## src/rtl/calc_if.sv

```systemverilog
// calc_if: key-token and result bus between the keypad front end and calc_engine.
//   key_valid    one-cycle strobe, key_code holds a new token
//   key_code     4-bit token: 0-9 digit, 10 plus, 11 minus, 12 mult, 13 div, 14 enter
//   busy         high while a division runs; keys are dropped while high
//   result       W-bit two's complement result
//   result_valid level, result/error are final for the current operation
//   error        level, overflow or divide-by-zero in the current operation
// master drives keys (front end / testbench), slave is the calculator core.
interface calc_if #(
  parameter int W = 11
);
  logic         key_valid;
  logic [3:0]   key_code;
  logic         busy;
  logic [W-1:0] result;
  logic         result_valid;
  logic         error;

  modport master (
    output key_valid, key_code,
    input  busy, result, result_valid, error
  );

  modport slave (
    input  key_valid, key_code,
    output busy, result, result_valid, error
  );
endinterface

```

## src/rtl/calc_engine.sv

```systemverilog
// calc_engine: signed integer calculator core for the keypad front end.
// Builds two signed decimal operands from key tokens, then performs add, sub,
// mult (single cycle) or div (restoring divider, one quotient bit per cycle).
// Ports:
//   clk  system clock, all logic on posedge
//   rst  synchronous active-high reset, wins over everything
//   bus  calc_if.slave: key tokens in; busy, result, result_valid, error out
module calc_engine #(
  parameter int W      = 11,
  parameter int DIGITS = 3
) (
  input logic   clk,
  input logic   rst,
  calc_if.slave bus
);

  localparam int AW  = W + 4;
  localparam int PW  = 2 * (AW + 1);
  localparam int CW  = $clog2(DIGITS + 1);
  localparam int DCW = $clog2(W + 1);

  localparam logic [3:0] K_PLUS  = 4'd10;
  localparam logic [3:0] K_MINUS = 4'd11;
  localparam logic [3:0] K_ENTER = 4'd14;

  // Largest operand magnitude and result bounds in the wide arithmetic domain
  localparam logic [AW-1:0]        OMAX = {{(AW-W+1){1'b0}}, {(W-1){1'b1}}};
  localparam logic signed [PW-1:0] RMAX = {{(PW-W+1){1'b0}}, {(W-1){1'b1}}};
  localparam logic signed [PW-1:0] RMIN = {{(PW-W+1){1'b1}}, {(W-1){1'b0}}};

  typedef enum logic [2:0] {SIGN1, OP1, OPER, SIGN2, OP2, EXEC, DIV, DONE} state_e;
  // Encoding matches key_code[1:0] of the operator keys 10..13
  typedef enum logic [1:0] {OP_MUL = 2'b00, OP_DIV = 2'b01, OP_ADD = 2'b10, OP_SUB = 2'b11} op_e;

  state_e          state;
  op_e             op;
  logic [AW-1:0]   acc1, acc2;
  logic [CW-1:0]   cnt1, cnt2;
  logic            sign1, sign2, ovf;
  logic [W-1:0]    rem, quo, divisor;
  logic            neg;
  logic [DCW-1:0]  div_cnt;
  logic [W-1:0]    result;
  logic            result_valid, error, busy;

  logic            accept, is_digit, is_oper;
  logic [AW-1:0]   key_ext, grow1, grow2;
  logic signed [AW:0]   a_val, b_val;
  logic signed [PW-1:0] a_ext, b_ext, value;
  logic            in_range;
  logic [W:0]      trial;

  assign bus.result       = result;
  assign bus.result_valid = result_valid;
  assign bus.error        = error;
  assign bus.busy         = busy;

  // Key decode, digit accumulation (acc*10 + d as shifts), signed operands,
  // wide-precision exec value with range check, and the divider trial subtract.
  always_comb begin
    accept   = bus.key_valid && !busy;
    is_digit = bus.key_code < 4'd10;
    is_oper  = (bus.key_code >= 4'd10) && (bus.key_code <= 4'd13);
    key_ext  = {{(AW-4){1'b0}}, bus.key_code};
    grow1    = (acc1 << 3) + (acc1 << 1) + key_ext;
    grow2    = (acc2 << 3) + (acc2 << 1) + key_ext;
    a_val    = sign1 ? -{1'b0, acc1} : {1'b0, acc1};
    b_val    = sign2 ? -{1'b0, acc2} : {1'b0, acc2};
    a_ext    = {{(PW-AW-1){a_val[AW]}}, a_val};
    b_ext    = {{(PW-AW-1){b_val[AW]}}, b_val};
    value    = '0;
    case (op)
      OP_ADD:  value = a_ext + b_ext;
      OP_SUB:  value = a_ext - b_ext;
      OP_MUL:  value = a_ext * b_ext;
      default: value = '0;
    endcase
    in_range = (value >= RMIN) && (value <= RMAX);
    trial    = {rem, quo[W-1]} - {1'b0, divisor};
  end

  // Main FSM. DONE first clears the finished operation, then falls into the
  // SIGN1 handling below so a digit or sign immediately starts a new one
  // (the later non-blocking assignments override the clears).
  always_ff @(posedge clk) begin
    if (rst) begin
      state        <= SIGN1;
      op           <= OP_MUL;
      acc1         <= '0;
      acc2         <= '0;
      cnt1         <= '0;
      cnt2         <= '0;
      sign1        <= 1'b0;
      sign2        <= 1'b0;
      ovf          <= 1'b0;
      rem          <= '0;
      quo          <= '0;
      divisor      <= '0;
      neg          <= 1'b0;
      div_cnt      <= '0;
      result       <= '0;
      result_valid <= 1'b0;
      error        <= 1'b0;
      busy         <= 1'b0;
    end else begin
      if (state == DONE && accept) begin
        result_valid <= 1'b0;
        error        <= 1'b0;
        op           <= OP_MUL;
        acc1         <= '0;
        acc2         <= '0;
        cnt1         <= '0;
        cnt2         <= '0;
        sign1        <= 1'b0;
        sign2        <= 1'b0;
        ovf          <= 1'b0;
        state        <= SIGN1;
      end
      case (state)
        SIGN1, DONE: begin
          if (accept) begin
            if (bus.key_code == K_PLUS) begin
              sign1 <= 1'b0;
              state <= OP1;
            end else if (bus.key_code == K_MINUS) begin
              sign1 <= 1'b1;
              state <= OP1;
            end else if (is_digit) begin
              sign1 <= 1'b0;
              acc1  <= key_ext;
              cnt1  <= CW'(1);
              if (key_ext > OMAX) ovf <= 1'b1;
              state <= OP1;
            end
          end
        end
        OP1: begin
          if (accept) begin
            if (is_digit) begin
              if (cnt1 < CW'(DIGITS)) begin
                acc1 <= grow1;
                cnt1 <= cnt1 + 1'b1;
                if (grow1 > OMAX) ovf <= 1'b1;
              end
            end else if (bus.key_code == K_ENTER) begin
              state <= OPER;
            end else if (is_oper) begin
              op    <= op_e'(bus.key_code[1:0]);
              state <= SIGN2;
            end
          end
        end
        OPER: begin
          if (accept && is_oper) begin
            op    <= op_e'(bus.key_code[1:0]);
            state <= SIGN2;
          end
        end
        SIGN2: begin
          if (accept) begin
            if (bus.key_code == K_PLUS) begin
              sign2 <= 1'b0;
              state <= OP2;
            end else if (bus.key_code == K_MINUS) begin
              sign2 <= 1'b1;
              state <= OP2;
            end else if (is_digit) begin
              sign2 <= 1'b0;
              acc2  <= key_ext;
              cnt2  <= CW'(1);
              if (key_ext > OMAX) ovf <= 1'b1;
              state <= OP2;
            end
          end
        end
        OP2: begin
          if (accept) begin
            if (is_digit) begin
              if (cnt2 < CW'(DIGITS)) begin
                acc2 <= grow2;
                cnt2 <= cnt2 + 1'b1;
                if (grow2 > OMAX) ovf <= 1'b1;
              end
            end else if (bus.key_code == K_ENTER) begin
              state <= EXEC;
            end
          end
        end
        EXEC: begin
          // Operand magnitudes are the accumulators themselves; with no
          // operand overflow they fit in W bits for the divider.
          if (ovf) begin
            error        <= 1'b1;
            result       <= '0;
            result_valid <= 1'b1;
            state        <= DONE;
          end else if (op == OP_DIV) begin
            if (acc2 == '0) begin
              error        <= 1'b1;
              result       <= '0;
              result_valid <= 1'b1;
              state        <= DONE;
            end else begin
              rem     <= '0;
              quo     <= acc1[W-1:0];
              divisor <= acc2[W-1:0];
              neg     <= sign1 ^ sign2;
              div_cnt <= '0;
              busy    <= 1'b1;
              state   <= DIV;
            end
          end else begin
            if (in_range) begin
              result <= value[W-1:0];
              error  <= 1'b0;
            end else begin
              result <= '0;
              error  <= 1'b1;
            end
            result_valid <= 1'b1;
            state        <= DONE;
          end
        end
        DIV: begin
          // W shift/subtract steps, then one cycle to apply the sign
          if (div_cnt == DCW'(W)) begin
            result       <= neg ? -quo : quo;
            busy         <= 1'b0;
            result_valid <= 1'b1;
            state        <= DONE;
          end else begin
            if (!trial[W]) begin
              rem <= trial[W-1:0];
              quo <= {quo[W-2:0], 1'b1};
            end else begin
              rem <= {rem[W-2:0], quo[W-1]};
              quo <= {quo[W-2:0], 1'b0};
            end
            div_cnt <= div_cnt + 1'b1;
          end
        end
        default: state <= SIGN1;
      endcase
    end
  end

endmodule

```

## src/flat_wrapper.sv

```systemverilog
// flat-port wrapper written by rule: the top's interface ports become plain ports
module calc_engine_flat 
#(
  parameter int W      = 11,
  parameter int DIGITS = 3
)
  (clk, rst, bus_key_valid, bus_key_code, bus_busy, bus_result, bus_result_valid, bus_error);
  calc_if #(.W(W)) bus_i ();
  input logic clk;
  input logic rst;
  input wire logic [$bits(bus_i.key_valid)-1:0] bus_key_valid;
  input wire logic [$bits(bus_i.key_code)-1:0] bus_key_code;
  output wire logic [$bits(bus_i.busy)-1:0] bus_busy;
  output wire logic [$bits(bus_i.result)-1:0] bus_result;
  output wire logic [$bits(bus_i.result_valid)-1:0] bus_result_valid;
  output wire logic [$bits(bus_i.error)-1:0] bus_error;
  assign bus_i.key_valid = bus_key_valid;
  assign bus_i.key_code = bus_key_code;
  assign bus_busy = bus_i.busy;
  assign bus_result = bus_i.result;
  assign bus_result_valid = bus_i.result_valid;
  assign bus_error = bus_i.error;
  calc_engine #(.W(W), .DIGITS(DIGITS)) u_core (.clk(clk), .rst(rst), .bus(bus_i));
endmodule
```

## config.mk

```make
export PLATFORM = sky130hd
export DESIGN_NAME = calc_engine_flat
export DESIGN_NICKNAME = d
export VERILOG_FILES = /design/src/rtl/calc_if.sv /design/src/rtl/calc_engine.sv /design/src/flat_wrapper.sv
export SDC_FILE = /design/constraint.sdc
export NUM_CORES = 1
export LEC_CHECK = 0
export ABC_AREA = 0
export BUFFER_PORTS_ARGS = -buffer_cell sky130_fd_sc_hd__buf_2
export CAP_MARGIN = 20
export CORE_MARGIN = 2
export CORE_UTILIZATION = 55
export DETAILED_ROUTE_END_ITERATION = 10
export PLACE_DENSITY = 0.75
export SYNTH_ARGS = -nofsm -noshare
export SYNTH_HDL_FRONTEND = slang
export SYNTH_SLANG_ARGS = --single-unit
```

## constraint.sdc

```tcl
create_clock -name clk -period 11.5 [get_ports clk]
set_clock_uncertainty 0.2 [all_clocks]
set_input_delay 0.575 -clock clk [delete_from_list [all_inputs] [get_ports clk]]
set_output_delay 0.575 -clock clk [all_outputs]
set_load 0.005 [all_outputs]
```

# ---- Yosys cells after proc, flatten, opt, wreduce, memory -nomap -nowiden
# Index checks and enable logic that the tools add are counted.
dict set report word_totals {
  ff_bits 94
  out_inout_bits 14
  elab_cells 217
}
dict set report op_classes {
  n_addsub 13
  n_mul 1
  magnitude_cmp 10
  eq_ne 20
  n_mux 136
  n_bitwise 3
  n_reduce_logical 16
}
# cell count
set op_table {}
lappend op_table {{$mux W15} 16}
lappend op_table {{$mux W11} 15}
lappend op_table {{$pmux W32 S3} 1}
lappend op_table {{$pmux W11 S2} 3}
lappend op_table {{$pmux W15 S2} 2}
lappend op_table {{$mux W3} 19}
lappend op_table {{$mux W1} 44}
lappend op_table {{$mux W2} 22}
lappend op_table {{$ge A32 B11 Y1 const B} 1}
lappend op_table {{$le A32 B11 Y1 const B} 1}
lappend op_table {{$mul A16 B16 Y32} 1}
lappend op_table {{$mux W16} 2}
lappend op_table {{$neg A15 Y16} 2}
lappend op_table {{$add A15 B15 Y15} 2}
lappend op_table {{$add A15 B4 Y15} 2}
lappend op_table {{$gt A15 B10 Y1 const B} 2}
lappend op_table {{$pmux W3 S7} 1}
lappend op_table {{$add A16 B16 Y17} 1}
lappend op_table {{$sub A16 B16 Y17} 1}
lappend op_table {{$eq A4 B4 Y1 const B} 4}
lappend op_table {{$mux W4} 4}
lappend op_table {{$logic_not A15 Y1} 1}
lappend op_table {{$eq A3 B3 Y1 const B} 4}
lappend op_table {{$pmux W2 S2} 3}
lappend op_table {{31 further kinds} 45}

# ---- Longest topological paths before layout
dict set report depth {
  word_depth 10
  ltp_mapped 35
  depth_no_buf 33
}

# ---- Worst setup path after synthesis
# OpenSTA, ideal clock, no wires.
dict set report synth_timing {
  path_kind {register to register}
  from {register u_core.acc2[0]}
  to {register u_core.error (netlist: u_core.bus.error)}
  arrival_time_ps 9015
  setup_slack_ps 2151
  path_stages_with_launch 32
  path_cell_list {dfxtp_1 -> inv_1 -> clkbuf_1 -> ha_1 -> or4b_1 -> or2_4 -> o41ai_1 -> xnor2_1 -> clkbuf_1 -> nand2_1 -> fa_1 -> inv_1 -> fa_1 -> fa_1 -> fa_1 -> fa_1 -> inv_1 -> fa_1 -> inv_1 -> ha_1 -> clkbuf_1 -> a21boi_1 -> a2111oi_2 -> nand2_1 -> o311a_1 -> or3_1 -> or3b_1 -> nor4_1 -> o2111ai_1 -> nor3_2 -> o21a_1 -> a211oi_1}
}
dict set report synth_via {
  elab_chain_cells 10
  word_cells_on_any_way 15
}
# element line_no
set synth_lines {}
lappend synth_lines {{start: declaration} calc_engine.sv:37} ;# logic [AW-1:0] acc1, acc2;
lappend synth_lines {{start signal: assignment} calc_engine.sv:169} ;# acc2 <= key_ext;
lappend synth_lines {{start signal: assignment} calc_engine.sv:180} ;# acc2 <= grow2;
lappend synth_lines {{$neg A15 Y16} calc_engine.sv:68} ;# b_val = sign2 ? -{1'b0, acc2} : {1'b0, acc2};
lappend synth_lines {{$mux W16} calc_engine.sv:68}
lappend synth_lines {{$mul A16 B16 Y32, or another cell as far along} calc_engine.sv:75} ;# OP_MUL: value = a_ext * b_ext;
lappend synth_lines {{$pmux W32 S3} calc_engine.sv:72} ;# case (op)
lappend synth_lines {{$ge A32 B11 Y1 or $le A32 B11 Y1 (tied branches)} calc_engine.sv:78} ;# in_range = (value >= RMIN) && (value <= RMAX);
lappend synth_lines {{$logic_and A1 B1 Y1} calc_engine.sv:78}
lappend synth_lines {{$mux W1} calc_engine.sv:213} ;# if (in_range) begin
lappend synth_lines {{$mux W1 (*)} calc_engine.sv:197} ;# end else if (op == OP_DIV) begin
lappend synth_lines {{$mux W1 (*)} calc_engine.sv:192} ;# if (ovf) begin
lappend synth_lines {{$mux W1 (*)} calc_engine.sv:119} ;# case (state)
lappend synth_lines {{end signal: assignment} calc_engine.sv:193} ;# error <= 1'b1;
lappend synth_lines {{end signal: assignment} calc_engine.sv:199} ;# error <= 1'b1;
lappend synth_lines {{end signal: assignment} calc_engine.sv:215} ;# error <= 1'b0;
lappend synth_lines {{end: declaration} calc_engine.sv:44} ;# logic result_valid, error, busy;
# Mark *: on every way between the ends. The rest lies on a longest branch, timed or not.
# A chain may end at the register's enable or synchronous reset.

# ---- Worst setup path in the final report
dict set report layout_timing {
  from {register u_core.acc2[0]}
  to {register u_core.result[7] (netlist: u_core.bus.result[7])}
}
dict set report layout_via {
  elab_chain_cells 10
  word_cells_on_any_way 16
}
# element line_no
set layout_lines {}
lappend layout_lines {{$neg A15 Y16} calc_engine.sv:68}
lappend layout_lines {{$mux W16} calc_engine.sv:68}
lappend layout_lines {{$mul A16 B16 Y32, or another cell as far along} calc_engine.sv:75}
lappend layout_lines {{$pmux W32 S3} calc_engine.sv:72}
lappend layout_lines {{$ge A32 B11 Y1 or $le A32 B11 Y1 (tied branches)} calc_engine.sv:78}
lappend layout_lines {{$logic_and A1 B1 Y1} calc_engine.sv:78}
lappend layout_lines {{$mux W11} calc_engine.sv:213}
lappend layout_lines {{$mux W11} calc_engine.sv:197}
lappend layout_lines {{$mux W11} calc_engine.sv:192}
lappend layout_lines {{$pmux W11 S2} calc_engine.sv:119}
lappend layout_lines {{end signal: assignment} calc_engine.sv:214} ;# result <= value[W-1:0];
lappend layout_lines {{end signal: assignment} calc_engine.sv:227} ;# result <= neg ? -quo : quo;
lappend layout_lines {{end: declaration} calc_engine.sv:43} ;# logic [W-1:0] result;
# Several ways; a longest one is shown, not always the timed one.

==> summary.txt <==
Finish
  • Commonest non-fill, non-tap cell in the layout: inv_1
  • Cell area after layout: 19,800 µm²
  • Synth-to-layout area growth: 5.33%
  • Layout net count: roughly 2,800
  • Most frequent cells in the layout: inv_1, nor2_1, fa_1, nand2_1, ha_1
  • # diodes: 0
  • Share of cells above drive strength 1: 0.0454

STA
  • Final-report hold violation count: 0
  • Hold_ws: 0.257 ns
  • Final Max Tran Viols: 0
  • Worst slew pin tran: 1.07 ns
  • RSZ-0062 raised after global routing: no
  • Slew HR: 0.286
  • Final WS setup: 0.965 ns
  • Fmax: 94.9 MHz
  • Final Cycle Share: 0.916
  • Period minus WS final: 10.53 ns
  • Final setup vio count: 0
  • Final setup TNS: 0 ns

CTS
  • Latest clock arrival within the worst-skew pair: 0.36 ns
  • CTS resizes: 0
  • Sink Count: 94
  • Root buffer cell: clkbuf_16
  • TritonCTS Buffers: 9
  • Htree depth: 3
  • Worst-path clk slew: 0.07 ns
  • Longest Clk Path Bufs: 2
  • CTS tree: done
  • Post-CTS setup buffer count: 0
  • Hold Buf Count CTS: 0

Global route
  • Initial antenna violation count: 0
  • First-pass GRT wire length: 90,300 µm
  • Vias in the first global route: 16,907
  • GRT overflow: 0
  • Largest net degree at the start of global routing: 91
  • Gr usage total: 0.321

Placement
  • I/O Buffers: 20
  • DP Worst Slack: roughly 1.2 ns
  • Post-DP HPWL: 45,100 µm
  • Gpl congestion: 0.984
  • Dpl cell area: 19,500 µm²

Floorplan
  • Total core area: ~34,000 µm²
  • Starting density of the core: 0.560
  • Row count: 67
  • Die width: roughly 190 µm
  • DIE AREA: 35,600 µm²
  • Boundary Pins: 21
  • Die outline height: 189 µm

Setup path
  • WP buf/inv: 5
  • CP startpoint kind: register
  • Reg2Reg Depth: 29
  • Worst path top cell family by delay: adder cells
  • CP peak stage delay: 0.72 ns
  • Largest fanout on the critical path: 15
  • Worst Path Required: 11.56 ns
  • Kind of critical path: reg -> reg
  • Worst EP arrival: 10.59 ns
  • Setup crit end kind: register
  • Slowest cell on crit path: a2111oi_1
  • Worst path depth: 29
  • Cell mode on critical path: fa_1

Routing
  • Vias/cell: around 6
  • Vias after detailed routing: 16,552
  • Antenna-violating nets left: 0
  • WL/cell: 19.7 µm
  • Pre-antenna DRT Iters: 6
  • Drt drc: 0
  • Drt total wl: 55,100 µm
  • Initial DRC count: approximately 1,400

Synth
  • EDFF count, synth: 0
  • #FFs+latches synth: 94
  • Dominant cell type by area after synthesis: fa_1
  • Synth Cell Area: 18,800 µm²
  • Ys async rst share: 0
  • Synth area leaders: fa_1, ha_1, dfxtp_1
  • Syn Area/Cell: around 8.0 µm²
  • YS warnings: 0
  • Synth top area share: 0.287
  • Share of the yosys chip area belonging to registers: 0.100
  • Post-Syn Nets: about 2,800
  • Unique cell type count in the Yosys netlist: 80
  • Syn Inst Count: 2,355
  • Most common flop cell mapped by yosys: dfxtp_1

Pwr
  • Worst-case vdd ir drop: approximately 70 µV
  • Leak: around 0.0096 µW
  • PwrDens: 40.5 nW/µm²

Run
  • Max-capacitance violation count: 0

Hold path
  • Min-Delay Path Class: reg -> reg
  • Hold Crit Depth: 2

Run status
  • Status: finished, final reports clean
==> worst min-delay path, stage by stage, from the launching register on <==
cell	delay [ns]
dfxtp_1	0.31
nand2_1	0.05
a21oi_1	0.05
==> sequential cells by signal, summed over array words and instances, names as in the netlist <==
| signal | count |
|---|---|
| u_core.cnt1 | 2 |
| u_core.quo | 11 |
| u_core.bus.busy | 1 |
| u_core.divisor | 11 |
| u_core.rem | 11 |
| u_core.bus.result | 11 |
| u_core.acc2 | 15 |
| u_core.ovf | 1 |
| u_core.acc1 | 15 |
| u_core.op | 2 |
| u_core.state | 3 |
| u_core.div_cnt | 4 |
| u_core.bus.error | 1 |
| u_core.bus.result_valid | 1 |
| u_core.cnt2 | 2 |
| u_core.sign1 | 1 |
| u_core.sign2 | 1 |
| u_core.neg | 1 |
==> logic make-up after synthesis <==
kind of cell | synth area share
fa+ha+maj | 0.407
mux | 0.0146
simple gates | 0.177
flops | 0.100
xor+xnor | 0.0508
buf+inv | 0.101
compound gates | 0.149
==> power breakdown <==
group | total [µW] | switching, µW | internal [µW]
registers | 341 | 11.9 | 329
logic | 155 | 103 | 52.1
clock network | 304 | 150 | 154
total | 800 | 265 | 535
==> cell usage after synthesis (12+ instances only) <==
master	instances
inv_1	405
a31oi_1	12
nor2b_1	20
o21ai_0	73
a211oi_1	28
a21o_1	27
fa_1	269
nand2_1	234
a311oi_1	17
or3_1	13
o21a_1	12
nor3_1	40
o31ai_1	13
a22oi_1	27
nand4_1	12
xor2_1	40
o21ai_1	25
xnor2_1	67
nand3_1	32
a21oi_1	107
mux2i_1	24
nor2_1	300
clkbuf_1	82
ha_1	180
clkinv_1	15
dfxtp_1	94
o21bai_1	12
nand2b_1	25
==> per-stage QoR <==
step / power (µW) / cells / util
final: 800 / 2803 / 0.590
after global routing: 830 / 2803 / 0.590
after CTS: 797 / 2802 / 0.590
after detailed placement: 496 / 2786 / 0.581
after global placement: 493 / 2786 / 0.581
after floorplan: 446 / 2355 / -
==> per-layer routing <==
layer	up-vias	GRT usage	share of wire
met4	0	0.0916	0.033
li1	7641	-	-
met1	8136	0.432	0.42
met2	656	0.532	0.46
met5	-	0	0
met3	119	0.0577	0.081
==> final cells by class <==
class	instances	area, µm²
fill	3102	13800
sequential	94	1880
tap	448	561
inverter	421	1580
timing repair buffer	69	465
multi-input combinational	1755	15000
clock buffer	9	225
clock inverter	7	72.6
==> path summary, 6_finish.rpt <==
| kind | slack (ns) | end | startpoint |
|---|---|---|---|
| setup reg to reg | 0.97 | u_core.bus.result[7]$_SDFFE_PP0P_ | u_core.acc2[0]$_SDFF_PP0_ |
| hold reg to reg | 0.26 | u_core.bus.result_valid$_SDFF_PP0_ | u_core.bus.result_valid$_SDFF_PP0_ |
| setup / recovery | 0.97 | u_core.bus.result[7]$_SDFFE_PP0P_ | u_core.acc2[0]$_SDFF_PP0_ |
| hold / removal | 0.26 | u_core.bus.result_valid$_SDFF_PP0_ | u_core.bus.result_valid$_SDFF_PP0_ |
Note: power is estimated with default switching activity, not from simulation.
